## config.mk

```make
export PLATFORM = sky130hd
export DESIGN_NAME = cost_table_server_flat
export DESIGN_NICKNAME = d
export VERILOG_FILES = /design/src/rtl/cost_table_server_if.sv /design/src/rtl/cost_table_server.sv /design/src/flat_wrapper.sv
export SDC_FILE = /design/constraint.sdc
export NUM_CORES = 1
export LEC_CHECK = 0
export ABC_AREA = 1
export CAP_MARGIN = 40
export CORE_ASPECT_RATIO = 0.8
export CORE_MARGIN = 3
export CORE_UTILIZATION = 56
export CTS_BUF_LIST = sky130_fd_sc_hd__clkbuf_8 sky130_fd_sc_hd__clkbuf_16
export CTS_CLUSTER_DIAMETER = 120
export DETAILED_ROUTE_END_ITERATION = 10
export PLACE_DENSITY = 0.77
export SYNTH_ARGS = -nofsm -noshare
export SYNTH_HDL_FRONTEND = slang
export SYNTH_SLANG_ARGS = --single-unit
export TNS_END_PERCENT = 30
```

## constraint.sdc

```tcl
create_clock -name CLK -period 2.8 [get_ports CLK]
set_input_delay 0.84 -clock CLK [delete_from_list [all_inputs] [get_ports CLK]]
set_output_delay 0.84 -clock CLK [all_outputs]
set_load 0.02 [all_outputs]
```

## src/rtl/cost_table_server_if.sv

```systemverilog
// Bus bundle between the cost table server and its environment:
// table load stream, golden values, JAM-side lookup/result and run status.
interface cost_table_server_if;
    logic        LdValid;
    logic [6:0]  LdData;
    logic        LdReady;
    logic [9:0]  GoldMinCost;
    logic [3:0]  GoldMatchCount;
    logic        JamRST;
    logic [2:0]  W;
    logic [2:0]  J;
    logic [6:0]  Cost;
    logic        Valid;
    logic [9:0]  MinCost;
    logic [3:0]  MatchCount;
    logic        Done;
    logic        Pass;
    logic        Timeout;
    logic [19:0] CycleCount;

    // Server side of the bundle.
    modport slave (
        input  LdValid, LdData, GoldMinCost, GoldMatchCount, W, J, Valid, MinCost, MatchCount,
        output LdReady, JamRST, Cost, Done, Pass, Timeout, CycleCount
    );

    // Environment side of the bundle.
    modport master (
        output LdValid, LdData, GoldMinCost, GoldMatchCount, W, J, Valid, MinCost, MatchCount,
        input  LdReady, JamRST, Cost, Done, Pass, Timeout, CycleCount
    );
endinterface

```

## src/rtl/cost_table_server.sv

```systemverilog
// Cost table server for a JAM (job assignment) core: loads a 64-entry
// 8x8 cost table, holds the core in reset briefly, serves zero-latency
// cost lookups while the core runs, and grades the core's result against
// golden values (or flags a timeout).
module cost_table_server #(
    parameter int TIMEOUT  = 600000,
    parameter int HOLD_CYC = 2
) (
    input logic                CLK,
    input logic                RST,
    cost_table_server_if.slave bus
);
    localparam int                HOLD_W    = (HOLD_CYC > 1) ? $clog2(HOLD_CYC) : 1;
    localparam logic [HOLD_W-1:0] HOLD_LAST = HOLD_W'(HOLD_CYC - 1);
    localparam logic [19:0]       RUN_LAST  = 20'(TIMEOUT - 1);

    typedef enum logic [1:0] {S_LOAD, S_HOLD, S_RUN, S_DONE} state_t;

    state_t            state;
    state_t            state_nxt;
    logic [6:0]        table_mem [64];
    logic [5:0]        ptr;
    logic [9:0]        gold_min;
    logic [3:0]        gold_match;
    logic [HOLD_W-1:0] hold_cnt;
    logic [19:0]       cycle_count;
    logic              done;
    logic              pass;
    logic              timeout;
    logic              accept;

    // Loading is refused while reset is asserted, even in LOAD.
    assign bus.LdReady = (state == S_LOAD) && !RST;
    assign accept      = bus.LdValid && bus.LdReady;

    // The JAM core is held in reset until the table is loaded and settled.
    assign bus.JamRST = (state == S_LOAD) || (state == S_HOLD);

    // Same-cycle table lookup; row-major index 8*W+J.
    assign bus.Cost = table_mem[{bus.W, bus.J}];

    assign bus.Done       = done;
    assign bus.Pass       = pass;
    assign bus.Timeout    = timeout;
    assign bus.CycleCount = cycle_count;

    // State register.
    always_ff @(posedge CLK) begin
        if (RST) begin
            state <= S_LOAD;
        end else begin
            state <= state_nxt;
        end
    end

    // Next-state logic: LOAD -> HOLD -> RUN -> DONE, DONE is terminal.
    always_comb begin
        state_nxt = state;
        case (state)
            S_LOAD: if (accept && (ptr == 6'd63)) state_nxt = S_HOLD;
            S_HOLD: if (hold_cnt == HOLD_LAST) state_nxt = S_RUN;
            S_RUN:  if (bus.Valid || (cycle_count == RUN_LAST)) state_nxt = S_DONE;
            S_DONE: state_nxt = S_DONE;
            default: state_nxt = S_LOAD;
        endcase
    end

    // Cost table storage; cleared on reset so unloaded entries read zero.
    always_ff @(posedge CLK) begin
        if (RST) begin
            for (int i = 0; i < 64; i++) begin
                table_mem[i] <= '0;
            end
        end else if (accept) begin
            table_mem[ptr] <= bus.LdData;
        end
    end

    // Write pointer (wraps to 0 after the 64th word) and golden values,
    // which are latched with the first word of the load.
    always_ff @(posedge CLK) begin
        if (RST) begin
            ptr        <= '0;
            gold_min   <= '0;
            gold_match <= '0;
        end else if (accept) begin
            ptr <= ptr + 6'd1;
            if (ptr == 6'd0) begin
                gold_min   <= bus.GoldMinCost;
                gold_match <= bus.GoldMatchCount;
            end
        end
    end

    // Counts HOLD cycles; idles at zero in every other state.
    always_ff @(posedge CLK) begin
        if (RST || (state != S_HOLD)) begin
            hold_cnt <= '0;
        end else begin
            hold_cnt <= hold_cnt + HOLD_W'(1);
        end
    end

    // Run bookkeeping: cycle count, result grading or timeout; all frozen in DONE.
    always_ff @(posedge CLK) begin
        if (RST) begin
            cycle_count <= '0;
            done        <= 1'b0;
            pass        <= 1'b0;
            timeout     <= 1'b0;
        end else if (state == S_RUN) begin
            cycle_count <= cycle_count + 20'd1;
            if (bus.Valid) begin
                done    <= 1'b1;
                pass    <= (bus.MinCost == gold_min) && (bus.MatchCount == gold_match);
                timeout <= 1'b0;
            end else if (cycle_count == RUN_LAST) begin
                done    <= 1'b1;
                pass    <= 1'b0;
                timeout <= 1'b1;
            end
        end
    end
endmodule

```

## src/flat_wrapper.sv

```systemverilog
// flat-port wrapper written by rule: the top's interface ports become plain ports
module cost_table_server_flat 
#(
    parameter int TIMEOUT  = 600000,
    parameter int HOLD_CYC = 2
)
  (CLK, RST, bus_LdValid, bus_LdData, bus_GoldMinCost, bus_GoldMatchCount, bus_W, bus_J, bus_Valid, bus_MinCost, bus_MatchCount, bus_LdReady, bus_JamRST, bus_Cost, bus_Done, bus_Pass, bus_Timeout, bus_CycleCount);
  cost_table_server_if bus_i ();
  input logic CLK;
  input logic RST;
  input wire logic [$bits(bus_i.LdValid)-1:0] bus_LdValid;
  input wire logic [$bits(bus_i.LdData)-1:0] bus_LdData;
  input wire logic [$bits(bus_i.GoldMinCost)-1:0] bus_GoldMinCost;
  input wire logic [$bits(bus_i.GoldMatchCount)-1:0] bus_GoldMatchCount;
  input wire logic [$bits(bus_i.W)-1:0] bus_W;
  input wire logic [$bits(bus_i.J)-1:0] bus_J;
  input wire logic [$bits(bus_i.Valid)-1:0] bus_Valid;
  input wire logic [$bits(bus_i.MinCost)-1:0] bus_MinCost;
  input wire logic [$bits(bus_i.MatchCount)-1:0] bus_MatchCount;
  output wire logic [$bits(bus_i.LdReady)-1:0] bus_LdReady;
  output wire logic [$bits(bus_i.JamRST)-1:0] bus_JamRST;
  output wire logic [$bits(bus_i.Cost)-1:0] bus_Cost;
  output wire logic [$bits(bus_i.Done)-1:0] bus_Done;
  output wire logic [$bits(bus_i.Pass)-1:0] bus_Pass;
  output wire logic [$bits(bus_i.Timeout)-1:0] bus_Timeout;
  output wire logic [$bits(bus_i.CycleCount)-1:0] bus_CycleCount;
  assign bus_i.LdValid = bus_LdValid;
  assign bus_i.LdData = bus_LdData;
  assign bus_i.GoldMinCost = bus_GoldMinCost;
  assign bus_i.GoldMatchCount = bus_GoldMatchCount;
  assign bus_i.W = bus_W;
  assign bus_i.J = bus_J;
  assign bus_i.Valid = bus_Valid;
  assign bus_i.MinCost = bus_MinCost;
  assign bus_i.MatchCount = bus_MatchCount;
  assign bus_LdReady = bus_i.LdReady;
  assign bus_JamRST = bus_i.JamRST;
  assign bus_Cost = bus_i.Cost;
  assign bus_Done = bus_i.Done;
  assign bus_Pass = bus_i.Pass;
  assign bus_Timeout = bus_i.Timeout;
  assign bus_CycleCount = bus_i.CycleCount;
  cost_table_server #(.TIMEOUT(TIMEOUT), .HOLD_CYC(HOLD_CYC)) u_core (.CLK(CLK), .RST(RST), .bus(bus_i));
endmodule
```

# After elaboration in Yosys (flattened, before gate mapping)
# Memories as Yosys holds them, arrays and structs flattened.
# Index checks and enable logic that the tools add are counted.
# word_totals
register_bits	46
mem_bits_rw	448
inputBits	45
memories	1
# classes
add_sub_neg	3
eq_ne	11
muxes	17
n_reduce_logical	15
# memory_table
memory	words	word_bits	read_ports	rd_ports_with_merged_regs	write_ports	line	rtl
u_core.table_mem	64	7	1	0	64	cost_table_server.sv:21	logic [6:0] table_mem [64];
# op_table
op	count
20-bit by 1-bit adder with 20-bit output (second input constant)	1
20-bit equality test (second input constant)	1
1-bit two-way mux	11
10-bit equality test	1
2-bit one-hot mux with 4 select lines	1
7-bit two-way mux	1
7-bit OR reduction	1
6-bit by 1-bit adder with 6-bit output (second input constant)	1
6-bit equality test (second input constant)	1
6-bit logical NOT	1
2-bit two-way mux	3
6-bit two-way mux	1
2-bit by 1-bit != test with 1-bit output (second input constant)	3
2-bit equality test (second input constant)	2
4-bit equality test	1
1-bit logical AND	4
2-bit AND reduction	2
1-bit logical OR	3
3-bit AND reduction	1
2-bit by 1-bit equality test with 1-bit output (second input constant)	1
2-bit logical NOT	1
2-bit != test (second input constant)	1
2-bit nonzero test	1
1-bit adder (second input constant)	1
1-bit logical NOT	1

# Depth between registers and ports, before layout
# Gate-level depths: netlist (run 1).
# depth
ltp_word	8
ltp_mapped	12
ltp_nobuf	10

# Worst setup path after synthesis (run 1)
# Ideal clock, no wire load.
# synth_path
path_type	input to output
start	input port bus_J[0]
end	output port bus_Cost[1]
arrival_time_ns	2.122
t_required_ns	1.960
setup_slack_ns	-0.162
cell_stages	12
n_path_buf	3
path_cell_list	buf_2 inv_2 buf_2 clkbuf_1 nand2_1 nand3_1 nand3_1 nand2_1 nand2_1 nand3_1 nand3_1 nand2_1
# synth_between
elab_chain_cells	1
# synth_rtl
element	line	rtl
from (decl)	flat_wrapper.sv:16	input wire logic [$bits(bus_i.J)-1:0] bus_J;
memory 64 x 7 bit	-	
to (decl)	flat_wrapper.sv:22	output wire logic [$bits(bus_i.Cost)-1:0] bus_Cost;
# No other way between the ends.

# Worst setup path in the final report (run 1)
# layout_path
start	input port bus_J[0]
end	output port bus_Cost[4]
# Same word-level chain as after synthesis.

==> metrics.md, run 1 <==
| Metric | Value |
|---|---|
| Outcome | complete, but fails checks |
| Failing checks | setup timing |
| H-tree levels | 2 |
| Cell breakdown of the critical path | buf_16, buf_4, clkbuf_16, nand2_1, nand3_1, nand3_2, nand2_1, nand2_1, nand3_2, nand3_1, nand2_2, buf_6 |
| WL final | 67280 um |
| Overall Power | between 15 and 20 mW |
| Number of cell rows | 65 |
| Least-Margin Pin Slew | 0.7484 ns |
| Height of the die | 186.2 um |
| Fin nets | 2711 |
| Top cell type's share of synthesized area | about three fifths |
| Power Dens Cells | about 590 mW/mm2 |
| Area delta synth->final | 22.59% |
| Vias/cell | approximately 6.0 |
| TritonCTS clock tree | done |
| Antenna-violating nets left | 0 |
| Most used cell, CP | nand2_1 |
| CP startpoint kind | input port |
| HPWL after DPL | ~41000 um |
| Max Slew Vio Count | 0 |
| CP top delay family | simple AND/OR/NAND/NOR gates |
| # port buffers | 76 |
| WP data arrival | around 2.3 ns |
| GRT Total Usage | 30.86% |
| # fillers | approximately 2800 |
| Avg Cell Area, Syn | ~9 um2 |
| Count of mapped cells out of synthesis | around 2500 |
| Via Count | 19440 |
| RSZ-0062 raised after global routing | true |
| Leak Pwr | around 11 nW |
| Share of layout cells above drive strength 1 | approximately 15% |
| Worst Path Max Fanout | 26 |
| Commonest non-fill, non-tap cells in the layout | nand2_1, nor2_1, edfxtp_1, nand3_1, buf_4 |
| Cell variety after synth | 32 |
| Final WS setup | -0.3101 ns |
| HP Class | reg2reg |
| Worst vdd ir | 0.5407 mV |
| Bufs and invs on worst path | 4 |
| First-pass GRT wire length | a little over 100000 um |
| Finished Core Util | between 70% and 80% |
| Max-cap violations | 0 |
| Initial antenna violation count | 0 |
| CTS clk-pin slew, worst paths | about 0.060 ns |
| Largest net degree at the start of global routing | 65 |
| Crit-path slowest cell | clkbuf_16 |
| Hold Vio Cnt, Final | 0 |
| Sequential share of the synthesized area | between 60% and 70% |
| Top-Level Pins | just under 80 |
| Worst rel slew slack | between 40% and 50% |
| DRT iter0 DRCs | 2904 |
| Tmin final | 3.110 ns |
| Placer Congestion | about 0.98 |
| Crit. End Element | primary output |
| Routed WL per cell | 20.78 um |
| Core area | 0.03977 mm2 |
| # diodes | 0 |
| Synth area leader | edfxtp_1 |
| DRC violations left | 0 |
| Max Fclk | 321.5 MHz |
| Setup TNS | -2.037 ns |
| Pre-CTS setup slack | -0.8501 ns |
| Area of the mapped netlist | between 0.02 and 0.025 mm2 |
| Worst EP required | roughly 2.0 ns |
| First drt pass iteration count | 7 |
| Commonest non-fill, non-tap cell in the layout | nand2_1 |
| CTS buffer count | 49 |
| GRT overflow | 0 |
| Clk buf depth | 3 |
| Worst Setup Path Type | in2out |
| Root Buffer Master | clkbuf_16 |
| #FFs+latches synth | between 400 and 500 |
| Yosys warning count | 0 |
| Setup violators final | 7 |
| Die Wd | roughly 230 um |
| Ratio of final minimum period to clock period | 111.1% |
| CTS Sinks | ~490 |
| Syn nets | 2535 |
| Vias in the first global route | ~19000 |
| Hold buffer count at cts | 0 |
| Die area | ~0.043 mm2 |
| Largest cells by area after synthesis | edfxtp_1, nand2_1, nand3_1 |
| Starting Density | between 50% and 60% |
| Clk_skew | about 0.013 ns |
| Clock Latency Late Sink | between 0.5 and 0.6 ns |
| Crit path largest cell delay | between 0.2 and 0.25 ns |
flip-flops by register name, summed over array words and instances, names as in the netlist:
signal and count:
u_core.bus.CycleCount 20, u_core.bus.Done 1, u_core.gold_match 4, u_core.bus.Timeout 1
u_core.gold_min 10, u_core.table_mem 448, u_core.hold_cnt 1, u_core.ptr 6
u_core.bus.Pass 1, u_core.state 2
final timing paths:
| check | startpoint | to | slack (ns) | cells past startpoint |
|---|---|---|---|---|
| setup reg to reg | u_core.ptr[2] | u_core.table_mem[44][3] | 0.31 | 5 |
| setup / recovery | bus_J[0] | bus_Cost[4] | -0.31 | 12 |
| hold / removal | u_core.bus.Done | u_core.bus.Done | 0.46 | 2 |
| hold reg to reg | u_core.bus.Done | u_core.bus.Done | 0.46 | 2 |
per-layer routing:
layer	part of all wire (%)	vias to the layer above	GRT usage [%]
met5	0	-	0
li1	-	8663	-
met2	46	1424	49.67
met4	4.9	0	13.18
met1	37	9087	40.85
met3	13	266	7.308
cells by family after synthesis:
family	count (synthesis)	share of synthesized area, %
fa+ha+maj	3	0.1652
flops	494	63.27
simple gates	1703	31.14
xor+xnor	5	0.1928
compound gates	63	1.415
buf+inv	219	3.817
cells in the mapped netlist:
cell type and number:
a21oi_1 27, a31oi_1 1, buf_1 25, buf_2 15, buf_4 3, buf_6 2
clkbuf_1 110, dfxtp_1 46, edfxtp_1 448, ha_1 3, inv_1 51, inv_2 13
nand2_1 749, nand2_2 1, nand3_1 398, nand4_1 6, nor2_1 512, nor2_2 3
nor2_4 1, nor3_1 16, nor3_2 4, nor3_4 1, nor4_1 2, nor4_2 3
nor4_4 3, o21a_1 1, o21ai_0 28, o21ai_1 4, o22ai_1 2, or2_2 4
xnor2_1 2, xor2_1 3
timing repair:
item | CTS | global route
pin swaps | 36 | 12
setup endpoints to repair | 8 | 7
resized for setup | 151 | 27
gates cloned | 9 | 1
buffers inserted | 8 | 1
through the flow:
stage               cell area (um2)  hold slack (ns)  std cells
detailed placement            25380           0.4560       3130
global route                  27850           0.4811       3237
CTS                           27720           0.4666       3236
finish                        27850           0.4644       3237
global placement              25380           0.4335       3130
floorplan                     22820           0.4211       2487
worst reg2reg max path, cell delays in order, from the launching register on:
cell     delay (ns)
dfxtp_1        0.66
inv_1          0.24
nor3_1         0.56
buf_4          0.28
nand2_1        0.14
nand2_1        0.28
area by class of cell:
class / instances / area [um2] / area share, %
clock buffers: 51 / 1276 / 4.583
inverters: 64 / 266.5 / 0.9570
clock inverters: 38 / 270.3 / 0.9704
repair buffers: 280 / 3114 / 11.18
well taps: 536 / 670.6 / 2.408
flip-flops and latches: 494 / 14370 / 51.61
multi-input cells: 1774 / 7878 / 28.29
power breakdown:
group / internal, mW / switching, mW
combinational: 0.582 / 1.09
sequential: 8.26 / 0.0867
clock: 3.58 / 2.85
total: 12.4 / 4.02
No activity file was read; power rests on OpenSTA's default activity.
==> inputs of run 2 (changes only) <==
--- a/config.mk
+++ b/config.mk
@@ -9,11 +9,12 @@
 export CAP_MARGIN = 40
 export CORE_ASPECT_RATIO = 0.8
 export CORE_MARGIN = 3
-export CORE_UTILIZATION = 56
+export CORE_UTILIZATION = 50
 export CTS_BUF_LIST = sky130_fd_sc_hd__clkbuf_8 sky130_fd_sc_hd__clkbuf_16
 export CTS_CLUSTER_DIAMETER = 120
 export DETAILED_ROUTE_END_ITERATION = 10
-export PLACE_DENSITY = 0.77
+export PLACE_DENSITY = 0.68
+export SLEW_MARGIN = 20
 export SYNTH_ARGS = -nofsm -noshare
 export SYNTH_HDL_FRONTEND = slang
 export SYNTH_SLANG_ARGS = --single-unit
==> metrics.md, run 2 (synthesis gave the netlist of run 1 again) <==
| Metric | Value |
|---|---|
| Crit path largest cell delay | 0.15 ns (-0.06 ns) |
| Vias in the first global route | 18311 (-2.3%) |
| Leak Pwr | 11.38 nW (+0.34%) |
| WP data arrival | 2.27 ns (about the same) |
| Finished Core Util | 63.09% (-6.9 points) |
| Crit-path slowest cell | buf_12 |
| Switching share of power | 24.81% (+0.36 points) |
| Crit. End Element | primary output |
| Number of cell rows | 69 (+6.2%) |
| RR Endpoint | u_core.table_mem[31][0] |
| Antenna-violating nets left | 0 (unchanged) |
| WL final | 67170 um (-0.16%) |
| Clk_skew | 0.02606 ns (+0.01282 ns) |
| Largest net degree at the start of global routing | 65 (unchanged) |
| Clock Latency Late Sink | 0.59 ns (about the same) |
| Commonest non-fill, non-tap cell in the layout | nand2_1 |
| First drt pass iteration count | 6 (-1) |
| Max Slew Vio Count | 0 (unchanged) |
| Worst Setup Path Type | in2out |
| Hold buffer count at cts | 0 (unchanged) |
| Worst EP required | 1.96 ns (about the same) |
| Starting Density | 50.90% (-6.2 points) |
| Height of the die | 196.7 um (+5.6%) |
| DRC violations left | 0 (unchanged) |
| First-pass GRT wire length | 101300 um (-1.2%) |
| Sequential share of power | 51.4% (+0.6 points) |
| Clk pwr share | 38.2% (-0.9 points) |
| TritonCTS clock tree | done |
| Fin nets | 2704 (-0.26%) |
| # port buffers | 76 (unchanged) |
| CTS buffer count | 49 (unchanged) |
| Reg with most FFs | u_core.table_mem |
| Combinational Power Share | 10.4% (+0.3 points) |
| Worst rel slew slack | 49.29% (-0.44 points) |
| Clk buf depth | 3 (unchanged) |
| Placer Congestion | 0.9134 (-6.5%) |
| Power Dens Cells | 578.0 mW/mm2 (-2.1%) |
| Final Instance Area | 0.02816 mm2 (+1.1%) |
| DRT iter0 DRCs | 2427 (-16%) |
| Hold_sp | u_core.hold_cnt |
| Area delta synth->final | 23.96% |
| Failing checks | setup timing |
| Core area | 0.04463 mm2 (+12%) |
| GRT overflow | 0 (unchanged) |
| Initial antenna violation count | 0 (unchanged) |
| Hold endpoint | u_core.hold_cnt |
| WHS Path Cells | 1 (-1) |
| Worst hold slack | 0.4498 ns (-0.01466 ns) |
| Finished Layout Cells | 3296 (+1.8%) |
| Worst r2r src | u_core.ptr[0] |
| Max Fclk | 321.9 MHz (+0.11%) |
| HPWL after DPL | 42030 um (+1.5%) |
| Max-cap violations | 0 (unchanged) |
| Root Buffer Master | clkbuf_16 |
| Register-to-Register Path Depth | 7 (+2) |
| CTS Sinks | 494 (unchanged) |
| Via Count | 18925 (-2.6%) |
| Commonest non-fill, non-tap cells in the layout | nand2_1, nor2_1, edfxtp_1, nand3_1, buf_4 |
| Vias/cell | 5.742 (-4.4%) |
| Max reg flops | 448 (unchanged) |
| Outcome | complete, but fails checks |
| RSZ-0062 raised after global routing | true |
| # diodes | 0 (unchanged) |
| Cell breakdown of the critical path | buf_16, clkinv_16, buf_12, buf_12, nand2_1, nand3_1, nand3_2, nand2_1, nand2_2, nand3_4, nand3_2, nand2_2, buf_6 |
| Die Wd | 244.3 um (+5.7%) |
| Worst vdd ir | 0.4666 mV (-14%) |
| Hold Vio Cnt, Final | 0 (unchanged) |
| Placed cell count | 3182 (+1.7%) |
| Int Pwr | 12.24 mW (-1.5%) |
| GRT Total Usage | 27.15% (-3.7 points) |
| CTS clk-pin slew, worst paths | 0.06 ns (about the same) |
| Placement-stage cell area | 0.02535 mm2 (-0.11%) |
| Routed WL per cell | 20.38 um (-1.9%) |
| Tmin final | 3.107 ns (-0.003402 ns) |
| Setup violators final | 7 (unchanged) |
| Ratio of final minimum period to clock period | 111.0% (-0.12 points) |
| Share of layout cells above drive strength 1 | 16.64% (+1.3 points) |
| Die area | 0.04805 mm2 (+12%) |
| Reg2Reg Setup Slack | 0.47 ns (+0.16 ns) |
| Setup TNS | -1.899 ns (+0.1373 ns) |
| Worst Path Max Fanout | 22 (-15%) |
| HP Class | reg2reg |
| Psw | 4.037 mW (+0.43%) |
| H-tree levels | 2 (unchanged) |
| CP startpoint kind | input port |
| Final WS setup | -0.3067 ns (+0.003402 ns) |
| Least-Margin Pin Slew | 0.7579 ns (+0.009504 ns) |
| Top-Level Pins | 77 (unchanged) |
==> run 2: repair_timing <==
item                                    in CTS  in global routing
endpoints found under the hold margin        0                  0
endpoints found under the setup margin       8                  7
buffers inserted                             5                  4
gates cloned                                 7                 11
pin swaps                                   13                 57
resized for setup                          105                123
==> run 2: how the worst max path moves through the flow <==
stage | from | end | slack [ns]
CTS | bus_J[0] | bus_Cost[2] | -0.27
global route | bus_J[0] | bus_Cost[5] | -0.34
detailed placement | bus_J[0] | bus_Cost[3] | -0.89
floorplan | bus_J[0] | bus_Cost[0] | 0.007
finish | bus_J[0] | bus_Cost[5] | -0.31
global placement | bus_J[0] | bus_Cost[3] | -0.86
==> run 2: through the flow <==
step | setup slack, ns | power [mW]
after detailed placement | -0.8869 | 9.940
after CTS | -0.2655 | 16.16
after floorplan | 0.006648 | 9.300
after global routing | -0.3415 | 16.73
final | -0.3067 | 16.28
after global placement | -0.8607 | 9.916
==> run 2: power by group through the flow <==
stage	registers (mW)	clock network (mW)	logic (mW)
finish	8.36	6.22	1.70
CTS	8.36	6.27	1.53
detailed placement	8.51	0	1.43
global route	8.38	6.55	1.80
global placement	8.51	0	1.41
floorplan	8.47	0	0.833
==> run 2: metal layers <==
layer / vias up / share of wire [%] / track usage, %
met5: - / 0 / 0
met4: 0 / 3.1 / 8.905
met3: 157 / 11 / 4.448
met2: 1009 / 46 / 43.19
met1: 9107 / 41 / 38.48
li1: 8652 / - / -
==> run 2: critical path, delay by kind of cell <==
kind | cells | cell delay, ns
AND/OR/NAND/NOR | 8 | 0.72
buffers and inverters | 5 | 0.68
==> run 2: final cells by class <==
type                       instances  area [um2]
inverter                          64       277.8
fill                            3641       16470
clock buffer                      49        1226
timing repair buffer             272        3191
tap                              603       754.5
clock inverter                    39       251.5
multi-input combinational       1774        8075
timing repair inverter             1       11.26
sequential                       494       14370
